### src/rtl/sram_arbiter.sv
// sram_arbiter: sole client of the SRAM controller. Merges buffered pixel
// writes from the compute engine with single-word LCD scanout reads, converts
// (x,y) to a linear framebuffer address and returns read data a fixed three
// cycles after the read is issued.
module sram_arbiter #(
  parameter int H_RES      = 480,
  parameter int V_RES      = 272,
  parameter int FIFO_DEPTH = 4,
  parameter int MAX_RD_RUN = 8
) (
  input  logic        i_CLK,
  input  logic        i_RST_N,
  input  logic        i_WrValid,
  output logic        o_WrReady,
  input  logic [9:0]  i_WrX,
  input  logic [8:0]  i_WrY,
  input  logic [15:0] i_WrColor,
  input  logic        i_RdReq,
  input  logic [18:0] i_RdAddr,
  output logic        o_RdAck,
  output logic        o_RdValid,
  output logic [15:0] o_RdData,
  output logic        o_SramBegin,
  output logic        o_SramWrite,
  output logic [18:0] o_SramAddr,
  output logic [15:0] o_SramWData,
  input  logic [15:0] i_SramData,
  input  logic        i_SramReady
);

  localparam int PTR_W = (FIFO_DEPTH > 1) ? $clog2(FIFO_DEPTH) : 1;
  localparam int CNT_W = PTR_W + 1;
  localparam int RUN_W = $clog2(MAX_RD_RUN + 1);

  localparam logic [CNT_W-1:0] CNT_FULL = CNT_W'(FIFO_DEPTH);
  localparam logic [RUN_W-1:0] RUN_MAX  = RUN_W'(MAX_RD_RUN);
  localparam logic [9:0]       X_LIM    = 10'(H_RES);
  localparam logic [8:0]       Y_LIM    = 9'(V_RES);
  localparam logic [18:0]      LINE_W   = 19'(H_RES);

  localparam logic [0:0] S_WAIT_INIT = 1'b0;
  localparam logic [0:0] S_RUN       = 1'b1;

  logic [0:0]       state_q, state_d;
  logic [PTR_W-1:0] wr_ptr_q, wr_ptr_d;
  logic [PTR_W-1:0] rd_ptr_q, rd_ptr_d;
  logic [CNT_W-1:0] count_q, count_d;
  logic [RUN_W-1:0] run_cnt_q, run_cnt_d;
  logic             rd_vld_p1_q, rd_vld_p2_q, rd_vld_p3_q;

  logic [18:0]      fifo_addr_q  [FIFO_DEPTH];
  logic [15:0]      fifo_color_q [FIFO_DEPTH];

  logic        run;
  logic        empty;
  logic        full;
  logic        push;
  logic        in_range;
  logic        fifo_wr;
  logic        pop;
  logic [18:0] pix_addr;
  logic [18:0] head_addr;
  logic [15:0] head_color;
  logic        begin_c;
  logic        pick_wr;
  logic        wr_issue;
  logic        rd_issue;

  assign run        = (state_q == S_RUN);
  assign empty      = (count_q == '0);
  assign full       = (count_q == CNT_FULL);
  assign o_WrReady  = run & ~full;
  assign push       = i_WrValid & o_WrReady;
  assign in_range   = (i_WrX < X_LIM) & (i_WrY < Y_LIM);
  assign fifo_wr    = push & in_range;
  assign pix_addr   = 19'(i_WrY) * LINE_W + 19'(i_WrX);
  assign head_addr  = fifo_addr_q[rd_ptr_q];
  assign head_color = fifo_color_q[rd_ptr_q];

  // A write takes the slot when no read is waiting, or when reads have used up
  // their run allowance while pixels are queued.
  assign begin_c  = run & i_SramReady & (i_RdReq | ~empty);
  assign pick_wr  = ~empty & (~i_RdReq | (run_cnt_q == RUN_MAX));
  assign wr_issue = begin_c & pick_wr;
  assign rd_issue = begin_c & ~pick_wr;
  assign pop      = wr_issue;

  // Controller-facing outputs; everything is held at zero until RUN.
  always_comb begin
    o_SramBegin = 1'b0;
    o_SramWrite = 1'b0;
    o_SramAddr  = '0;
    o_SramWData = '0;
    o_RdAck     = 1'b0;
    o_RdValid   = rd_vld_p3_q;
    o_RdData    = '0;
    if (run) begin
      o_SramBegin = begin_c;
      o_SramWrite = wr_issue;
      o_RdAck     = rd_issue;
      o_RdData    = i_SramData;
      if (!empty) begin
        o_SramAddr  = head_addr;
        o_SramWData = head_color;
      end
      if (rd_issue) begin
        o_SramAddr = i_RdAddr;
      end
    end
  end

  // Next-state for the control path: FSM, FIFO pointers/count, read-run counter.
  always_comb begin
    state_d   = state_q;
    wr_ptr_d  = wr_ptr_q;
    rd_ptr_d  = rd_ptr_q;
    count_d   = count_q;
    run_cnt_d = run_cnt_q;

    if ((state_q == S_WAIT_INIT) && i_SramReady) begin
      state_d = S_RUN;
    end

    if (fifo_wr) begin
      wr_ptr_d = wr_ptr_q + PTR_W'(1);
    end
    if (pop) begin
      rd_ptr_d = rd_ptr_q + PTR_W'(1);
    end
    case ({fifo_wr, pop})
      2'b10:   count_d = count_q + CNT_W'(1);
      2'b01:   count_d = count_q - CNT_W'(1);
      default: count_d = count_q;
    endcase

    if (wr_issue || empty) begin
      run_cnt_d = '0;
    end else if (rd_issue && (run_cnt_q != RUN_MAX)) begin
      run_cnt_d = run_cnt_q + RUN_W'(1);
    end
  end

  // Control registers with synchronous active-low reset.
  always_ff @(posedge i_CLK) begin
    if (!i_RST_N) begin
      state_q     <= S_WAIT_INIT;
      wr_ptr_q    <= '0;
      rd_ptr_q    <= '0;
      count_q     <= '0;
      run_cnt_q   <= '0;
      rd_vld_p1_q <= 1'b0;
      rd_vld_p2_q <= 1'b0;
      rd_vld_p3_q <= 1'b0;
    end else begin
      state_q     <= state_d;
      wr_ptr_q    <= wr_ptr_d;
      rd_ptr_q    <= rd_ptr_d;
      count_q     <= count_d;
      run_cnt_q   <= run_cnt_d;
      // read issue -> controller capture two cycles later -> valid on the third
      rd_vld_p1_q <= rd_issue;
      rd_vld_p2_q <= rd_vld_p1_q;
      rd_vld_p3_q <= rd_vld_p2_q;
    end
  end

  // FIFO storage: data only, never reset; validity is tracked by count_q.
  always_ff @(posedge i_CLK) begin
    if (fifo_wr) begin
      fifo_addr_q[wr_ptr_q]  <= pix_addr;
      fifo_color_q[wr_ptr_q] <= i_WrColor;
    end
  end

endmodule
### config.mk
export PLATFORM = sky130hd
export DESIGN_NAME = sram_arbiter
export DESIGN_NICKNAME = d
export VERILOG_FILES = /design/src/rtl/sram_arbiter.sv
export SDC_FILE = /design/constraint.sdc
export NUM_CORES = 1
export LEC_CHECK = 0
export BUFFER_PORTS_ARGS = -buffer_cell sky130_fd_sc_hd__buf_2
export CAP_MARGIN = 40
export CORE_MARGIN = 5
export CORE_UTILIZATION = 25
export CTS_CLUSTER_DIAMETER = 150
export CTS_CLUSTER_SIZE = 16
export DETAILED_ROUTE_END_ITERATION = 10
export PLACE_DENSITY = 0.52
export SYNTH_ARGS = -nofsm -noshare
export SYNTH_HDL_FRONTEND = slang
export SYNTH_SLANG_ARGS = --single-unit
### constraint.sdc
create_clock -name i_CLK -period 7.66 [get_ports i_CLK]
set_clock_uncertainty 0.05 [all_clocks]
set_input_delay 1.532 -clock i_CLK [delete_from_list [all_inputs] [get_ports i_CLK]]
set_output_delay 1.532 -clock i_CLK [all_outputs]
set_load 0.01 [all_outputs]
# Yosys cells after proc, flatten, opt, wreduce, memory -nomap -nowiden
# Memory sizes are Yosys's and may differ from the RTL's. A register that Yosys moved wholly into a read port is not among the register bits.
# Index checks and enable logic that the tools add are counted.
# op_classes
shifts	0
n_reduce_logical	6
eq_ne	5
add_sub_neg	6
mux	16
n_div	0
n_bitwise	17
mul	1
order_cmp	2
# op_table
cell	n
2-to-1 mux 19 bit	3
2-to-1 mux 16 bit	3
adder 18 x 10 -> 19 bit	1
multiplier 9 x 4 -> 13 bit (second input constant)	1
< comparator 10 x 9 -> 1 bit (second input constant)	1
bitwise AND 1 bit	9
< comparator 9 bit (second input constant)	1
2-to-1 mux 2 bit	4
NOT 1 bit	6
one-hot mux 3 bit (2 select lines)	1
2-to-1 mux 1 bit	5
adder 2 x 1 -> 2 bit (second input constant)	2
adder 4 x 1 -> 4 bit (second input constant)	1
== test 4 bit (second input constant)	1
!= test 4 bit (second input constant)	1
adder 3 x 1 -> 3 bit (second input constant)	1
== test 3 bit (second input constant)	1
logical NOT 3 bit	1
subtractor 3 x 1 -> 3 bit (second input constant)	1
== test 2 x 1 -> 1 bit (second input constant)	1
== test 2 bit (second input constant)	1
logical AND 1 bit	2
OR 1 bit	2
nonzero test 2 bit	1
2 further kinds	2
# word_totals
latchBits	0
out_inout_bits	56
input_bits	75
mem_bits_ro	0
regBits	15
mem_count	2
wordCells	63
ram_bits	140
# memory_table
memory	words	width	read_ports	rd_ports_with_merged_regs	wr	line_no	rtl
fifo_addr_q	4	19	1	1	1	51	logic [18:0] fifo_addr_q [FIFO_DEPTH];
fifo_color_q	4	16	1	1	1	52	logic [15:0] fifo_color_q [FIFO_DEPTH];

# Logic depth before layout (Yosys ltp)
# Gate-level depths: netlist (run 1).
# depth
depth_word	7
ltp_mapped	13

# Worst setup path before layout (run 1)
# Ideal clock, no wire load.
# synth_path
kind	in2reg
startpoint	input i_WrY[3]
endpoint	memory fifo_addr_q[0][17] (data pin)
path_buffers	0
setup_time_ps	277
setup_slack_ps	2633
arrival_ps	4700
stages	13
cell_sequence	inv_1 > fa_1 > fa_1 > inv_1 > ha_1 > xnor2_1 > ha_1 > nand2_1 > o21a_1 > nor3_1 > nand4bb_1 > or4_1 > xnor2_1
# synth_between
elab_chain_len	2
# synth_rtl
item	line_no	rtl
start: declaration	16	input logic [8:0] i_WrY,
multiplier 9 x 4 -> 13 bit	76	assign pix_addr = 19'(i_WrY) * LINE_W + 19'(i_WrX);
adder 18 x 10 -> 19 bit	76	
net pix_addr[17]	61	logic [18:0] pix_addr;
end: declaration	51	
# The timed path passes the listed nets, and every way through them passes these cells.

# Final worst setup path (run 1)
# layout_path
startpoint	input i_SramReady
endpoint	output o_SramAddr[15]
# layout_between
elab_chain_len	5
# layout_rtl
item	line_no	rtl
start: declaration	28	input logic i_SramReady
bitwise AND 1 bit (2 in series)	82	assign begin_c = run & i_SramReady & (i_RdReq | ~empty);
bitwise AND 1 bit	85	assign rd_issue = begin_c & ~pick_wr;
2-to-1 mux 19 bit	106	if (rd_issue) begin
2-to-1 mux 19 bit	97	if (run) begin
end: declaration	25	output logic [18:0] o_SramAddr,
# Every way passes these cells.

==> results of run 1 <==
-- cell usage after synthesis, drive strengths merged --
cell and n:
mux2i 2, o21ai 10, fa 17, nand2b 3
a21oi 27, a2111o 1, xnor2 11, o211a 1
mux4 35, ha 30, nor2 14, and4 2
o31a 1, and2 30, and3 16, a21o 6
o21a 2, clkbuf 18, nand2 30, edfxtp 140
nand4 4, nor4b 2, o2111ai 1, o2111a 2
a31oi 1, dfxtp 17, nand3 24, nand3b 3
inv 43, nor3 3, o22ai 1, or3 4
a21boi 2, nor2b 3, and3b 2, buf 5
or4 1, xor2 11, a211oi 5, nand4bb 1
-- kinds of logic (layout without fill, tap and decap cells) --
logic type                 after synthesis  after routing  synth area share [%]
muxes                                   37             37                  10.5
adders and majority gates               47             47                  9.30
and+or+nand+nor                        142            142                  10.4
xor gates and xnor gates                22             22                  2.50
AOI/OAI and AO/OA                       60             60                  4.91
DFF                                    157            157                  59.1
buffers and inverters                   66            213                  3.28
-- worst paths after layout --
path / slack, ps / depth (start not counted) / endpoint
hold reg to reg: 390 / 1 / rd_vld_p2_q
hold / removal: 390 / 1 / rd_vld_p2_q
setup / recovery: 2580 / 7 / o_SramAddr[15]
setup reg to reg: 3920 / 12 / count_q[2]
-- registers in the layout, summed over array words and instances, names as in the netlist, named ones only --
register and count:
run_cnt_q 4, count_q 3, rd_ptr_q 2, wr_ptr_q 2, rd_vld_p1_q 1, run 1
rd_vld_p2_q 1, fifo_addr_q 76, fifo_color_q 64, o_RdValid 1
-- routing by layer --
layer  up-vias  track usage (%)  routed length, um
met3         8             2.38               1170
met1      2308             14.1               7880
met2       128             16.7               8370
met4         0             2.55                131
met5         -                0                  0
li1       2243                -                  -
-- area by class of cell --
class | instances | area share [%]
sequential | 157 | 48.1
multi-input combinational | 308 | 30.7
timing repair buffer | 138 | 8.25
tap | 396 | 5.24
clock buffer | 18 | 4.54
inverter | 43 | 1.71
clock inverter | 14 | 1.55
-- report_power, final --
| group | total [mW] | switching [mW] | leakage (nW) | internal, mW |
|---|---|---|---|---|
| combinational | 0.401 | 0.251 | 1.89 | 0.151 |
| sequential | 1.00 | 0.00181 | 1.39 | 1.00 |
| clock | 0.818 | 0.357 | 0.288 | 0.462 |
| total | 2.22 | 0.609 | 3.57 | 1.61 |
-- metrics by stage --
stage / hold slack, ps / power (mW)
global route: 435 / 2.34
CTS: 387 / 2.25
finish: 390 / 2.22
floorplan: 362 / 1.31
global placement: 373 / 1.42
detailed placement: 371 / 1.43
==> flow_summary.json, run 1 <==
{
  "chipHeight_um": 185,
  "finalInstanceArea_um2": 9460,
  "num_vias": 4687,
  "reg2reg_from": "run",
  "outcome": "complete, no violations",
  "n_antenna_cell": 0,
  "drt_pass1_iterations": 4,
  "maxSlewHeadroom_pct": 46.7,
  "fill_cells": 3062,
  "setup_ws_ps": 2580,
  "crit_path_cell_trace": "buf_2, nand3_1, a21o_1, inv_1, nand2_1, a21oi_1, buf_2",
  "worstPathArrival_ps": 3500,
  "crit_start": "i_SramReady",
  "ys_seq_area_share_pct": 59.1,
  "clockRootBuffer": "clkbuf_16",
  "gp_congestion": 0.771,
  "critPathKind": "in2out",
  "core.rowCount": 64,
  "worstPathMaxFanout": 21,
  "fin_cells": 1074,
  "cp_top_family": "buffers and inverters",
  "cts_resized": 0,
  "ant_nets": 0,
  "start_util_pct": 25.2,
  "hold_buffers": 0,
  "slew_violations": 0,
  "yosys.area.top_type": "edfxtp_1",
  "setup_tns_ps": 0,
  "coreArea_um2": 30500,
  "register_area_um2": 4550,
  "insertion_delay_ps": 410,
  "mostFrequentLayoutCells": "edfxtp_1 (140), buf_2 (130), inv_1 (43), mux4_2 (35)",
  "grt_usage_pct": 10.3,
  "hold_violations": 0,
  "multi_input_area_um2": 2900,
  "grt_overflow": 0,
  "wl_um": 17600,
  "max_freq_ghz": 0.197,
  "final_common_cell": "edfxtp_1",
  "setup_viol": 0,
  "cp-start-kind": "input port",
  "crit_slowest_cell": "a21o_1",
  "synthesis.area_um2": 7690,
  "io_buffers": 130,
  "endpoint_kind": "output port",
  "tightest_slew_ps": 799,
  "fin_crit_ps": 5080,
  "cp.required_ps": 6080,
  "syn-instance-count": 531,
  "placed_cell_area_um2": 8890,
  "yosys-top-cells-area": "edfxtp_1 (55%), mux4_2 (10%), ha_1 (4.9%)",
  "p_per_area_nw_per_um2": 235,
  "drt-wirelength-per-cell_um": 16.3,
  "syn_nets": 653,
  "fin_crit_sh_pct": 66.3,
  "num-nets-final": 787,
  "ioPinCount": 131,
  "grt_first_pass_wirelength_um": 26900,
  "postCtsSetupBuffers": 0,
  "netlist.area_leader.share_pct": 54.6,
  "max_stage_delay_ps": 610,
  "tritoncts": "yes",
  "cts_sinks": 157,
  "rsz0062_at_grt": "false",
  "drc": 0,
  "crit_buf_inv": 3,
  "path_clk_slew_ps": 60,
  "grt_pass1_vias": 4682,
  "synth-seq-cells": 157,
  "irDropWorstVdd_v": 0.000104,
  "drv_cap": 0,
  "pre_cts_ws_ps": 2320,
  "first_iter_violations": 192,
  "ctsHtreeMaxLevel": 4,
  "p_leak_nw": 3.57,
  "ys_warn_count": 0,
  "grt_antenna_before_repair": 0,
  "die-area_um2": 34400,
  "crit_path_frequent_cell": "buf_2",
  "die_w_um": 185,
  "drive_above_1_share_pct": 32.2,
  "cts_buffers": 17,
  "synth_area_per_cell_um2": 14.5,
  "synthToLayoutAreaGrowth_pct": 23.0,
  "utilization_pct": 31.0,
  "hpwl_um": 12300,
  "hp-class": "reg2reg",
  "dp_cells": 1042,
  "avgViaCountPerCell": 4.36,
  "min-delay-start": "rd_vld_p1_q",
  "grt_max_degree": 40,
  "clock_path_buffers": 2,
  "synth_cell_types": 47
}
Note: power is estimated with default switching activity, not from simulation.
==> inputs of run 2 (changes only) <==
==> constraint.sdc (replaced) <==
create_clock -name i_CLK -period 5.3 [get_ports i_CLK]
set_clock_uncertainty 0.05 [all_clocks]
set_input_delay 1.06 -clock i_CLK [delete_from_list [all_inputs] [get_ports i_CLK]]
set_output_delay 1.06 -clock i_CLK [all_outputs]
set_load 0.01 [all_outputs]
==> run 2 against run 1 <==
Non-clock buffer count up 7. Die area unchanged. Largest power group unchanged. Critical endpoint is now fifo_addr_q[1][17]. Combinational power up 45%. Count of clock-buffer cells in the layout down 1. Critical path depth up 7. Clock power up 48%. Register-to-register slack worse by 2200 ps. Worst setup slack worse by 1800 ps.
==> flow_summary.json, run 2 (synthesized netlist as in run 1, its figures left out) <==
{
  "hpwl_um": 12600,
  "die-area_um2": 34400,
  "reg2reg_slack_ps": 1760,
  "synthToLayoutAreaGrowth_pct": 23.5,
  "fin_crit_ps": 4480,
  "rr_worst_depth": 6,
  "grt_usage_pct": 10.2,
  "maxSlewHeadroom_pct": 46.2,
  "worstPathMaxFanout": 6,
  "setup_ws_ps": 820,
  "p_int_mw": 2.31,
  "drt_pass1_iterations": 4,
  "p_clk_share_pct": 37.3,
  "drive_above_1_share_pct": 33.0,
  "postCtsSetupBuffers": 0,
  "wl_um": 17600,
  "cts_sinks": 157,
  "final_common_cell": "edfxtp_1",
  "start_util_pct": 25.2,
  "avgViaCountPerCell": 4.33,
  "insertion_delay_ps": 420,
  "p_sw_share_pct": 28.8,
  "hold_violations": 0,
  "combinationalPowerShare_pct": 17.9,
  "clock_path_buffers": 2,
  "ioPinCount": 131,
  "grt_first_pass_wirelength_um": 26600,
  "mostFrequentLayoutCells": "edfxtp_1 (140), buf_2 (130), inv_1 (43), mux4_2 (35)",
  "max_stage_delay_ps": 510,
  "io_buffers": 130,
  "top_register": "fifo_addr_q",
  "outcome": "complete, no violations",
  "first_iter_violations": 132,
  "cp-start-kind": "input port",
  "num-nets-final": 794,
  "pwr-share-seq_pct": 44.8,
  "grt_max_degree": 40,
  "tritoncts": "yes",
  "drt-wirelength-per-cell_um": 16.3,
  "endpoint_kind": "register",
  "setup_tns_ps": 0,
  "grt_antenna_before_repair": 1,
  "irDropWorstVdd_v": 0.000159,
  "critPathKind": "in2reg",
  "drc": 0,
  "clockRootBuffer": "clkbuf_16",
  "reg2reg_to": "fifo_addr_q[0][4]",
  "pre_cts_ws_ps": 368,
  "top_regs": "fifo_addr_q: 76 flops, fifo_color_q: 64 flops, run_cnt_q: 4 flops",
  "coreArea_um2": 30500,
  "min_to": "o_RdValid",
  "fill_cells": 3040,
  "slew_violations": 0,
  "cts_buffers": 17,
  "path_clk_slew_ps": 70,
  "min-delay-start": "rd_vld_p2_q",
  "grt_overflow": 0,
  "grt_pass1_vias": 4713,
  "rsz0062_at_grt": "false",
  "crit_slowest_cell": "fa_1",
  "min_path_cells": 1,
  "hold_buffers": 0,
  "p_per_area_nw_per_um2": 341,
  "setup_viol": 0,
  "ctsHtreeMaxLevel": 4,
  "max_freq_ghz": 0.223,
  "whs_ps": 384,
  "chipHeight_um": 185,
  "gp_congestion": 0.754,
  "fin_crit_sh_pct": 84.5,
  "cp.required_ps": 5480,
  "reg2reg_from": "run",
  "tightest_slew_ps": 805,
  "largest_register_ffs": 76,
  "num_vias": 4676,
  "cts_resized": 0,
  "crit_path_cell_trace": "buf_2, inv_1, fa_1, fa_1, inv_1, ha_1, xnor2_1, ha_1, nand2_1, o21a_1, nor3_1, nand4bb_1, or4_1, xnor2_1",
  "die_w_um": 185,
  "ant_nets": 0,
  "drv_cap": 0,
  "hp-class": "reg2reg",
  "worstPathArrival_ps": 4660,
  "p_leak_nw": 3.61,
  "core.rowCount": 64,
  "n_antenna_cell": 0,
  "switchingPower_uw": 933
}
run 2: power by group through the flow:
stage | clock network, mW | registers, mW | logic, mW
floorplan | 0 | 1.48 | 0.413
global placement | 0 | 1.48 | 0.580
detailed placement | 0 | 1.48 | 0.584
CTS | 1.24 | 1.45 | 0.586
global route | 1.30 | 1.45 | 0.656
finish | 1.21 | 1.45 | 0.581
run 2: final cells by class:
type / instances / area, um^2 / area share, %
tap: 396 / 495 / 5.21
inverter: 43 / 161 / 1.70
timing repair buffer: 145 / 788 / 8.29
clock buffer: 17 / 425 / 4.48
sequential: 157 / 4550 / 47.8
clock inverter: 15 / 186 / 1.96
multi-input combinational: 308 / 2900 / 30.5
run 2: per-layer routing:
metal	track usage, %	vias to the layer above	part of all wire (%)
met5	0	-	0.068
met1	13.6	2287	45
met4	2.29	2	0.81
met3	2.45	15	6.4
met2	16.9	125	48
li1	-	2247	-
run 2: stage by stage:
step | power (mW) | cells | utilization, % | instance area [um^2]
2_1_floorplan | 1.89 | 531 | - | 7690
3_3_place_gp | 2.06 | 1047 | 29.0 | 8850
3_5_place_dp | 2.06 | 1049 | 29.2 | 8890
4_1_cts | 3.28 | 1081 | 31.2 | 9510
5_1_grt | 3.41 | 1081 | 31.2 | 9510
6_report | 3.24 | 1081 | 31.2 | 9510
run 2: worst max-delay path: cells and delay by family:
family	cells	cell delay, ps
AND/OR/NAND/NOR	4	950
AO/OA/AOI/OAI	1	180
adder cells (fa/ha/maj)	4	1700
buffers and inverters	3	310
XOR/XNOR	2	440
run 2: worst max-delay path by stage:
stage,startpoint,cells past startpoint,slack (ps),to
after floorplan,i_WrY[3],13,750,fifo_addr_q[0][17]
after global placement,i_WrY[3],14,440,fifo_addr_q[1][17]
after global routing,i_WrY[3],14,620,fifo_addr_q[3][17]
after CTS,i_WrY[3],14,820,fifo_addr_q[0][17]
after detailed placement,i_WrY[3],14,370,fifo_addr_q[0][17]
final,i_WrY[3],14,820,fifo_addr_q[1][17]
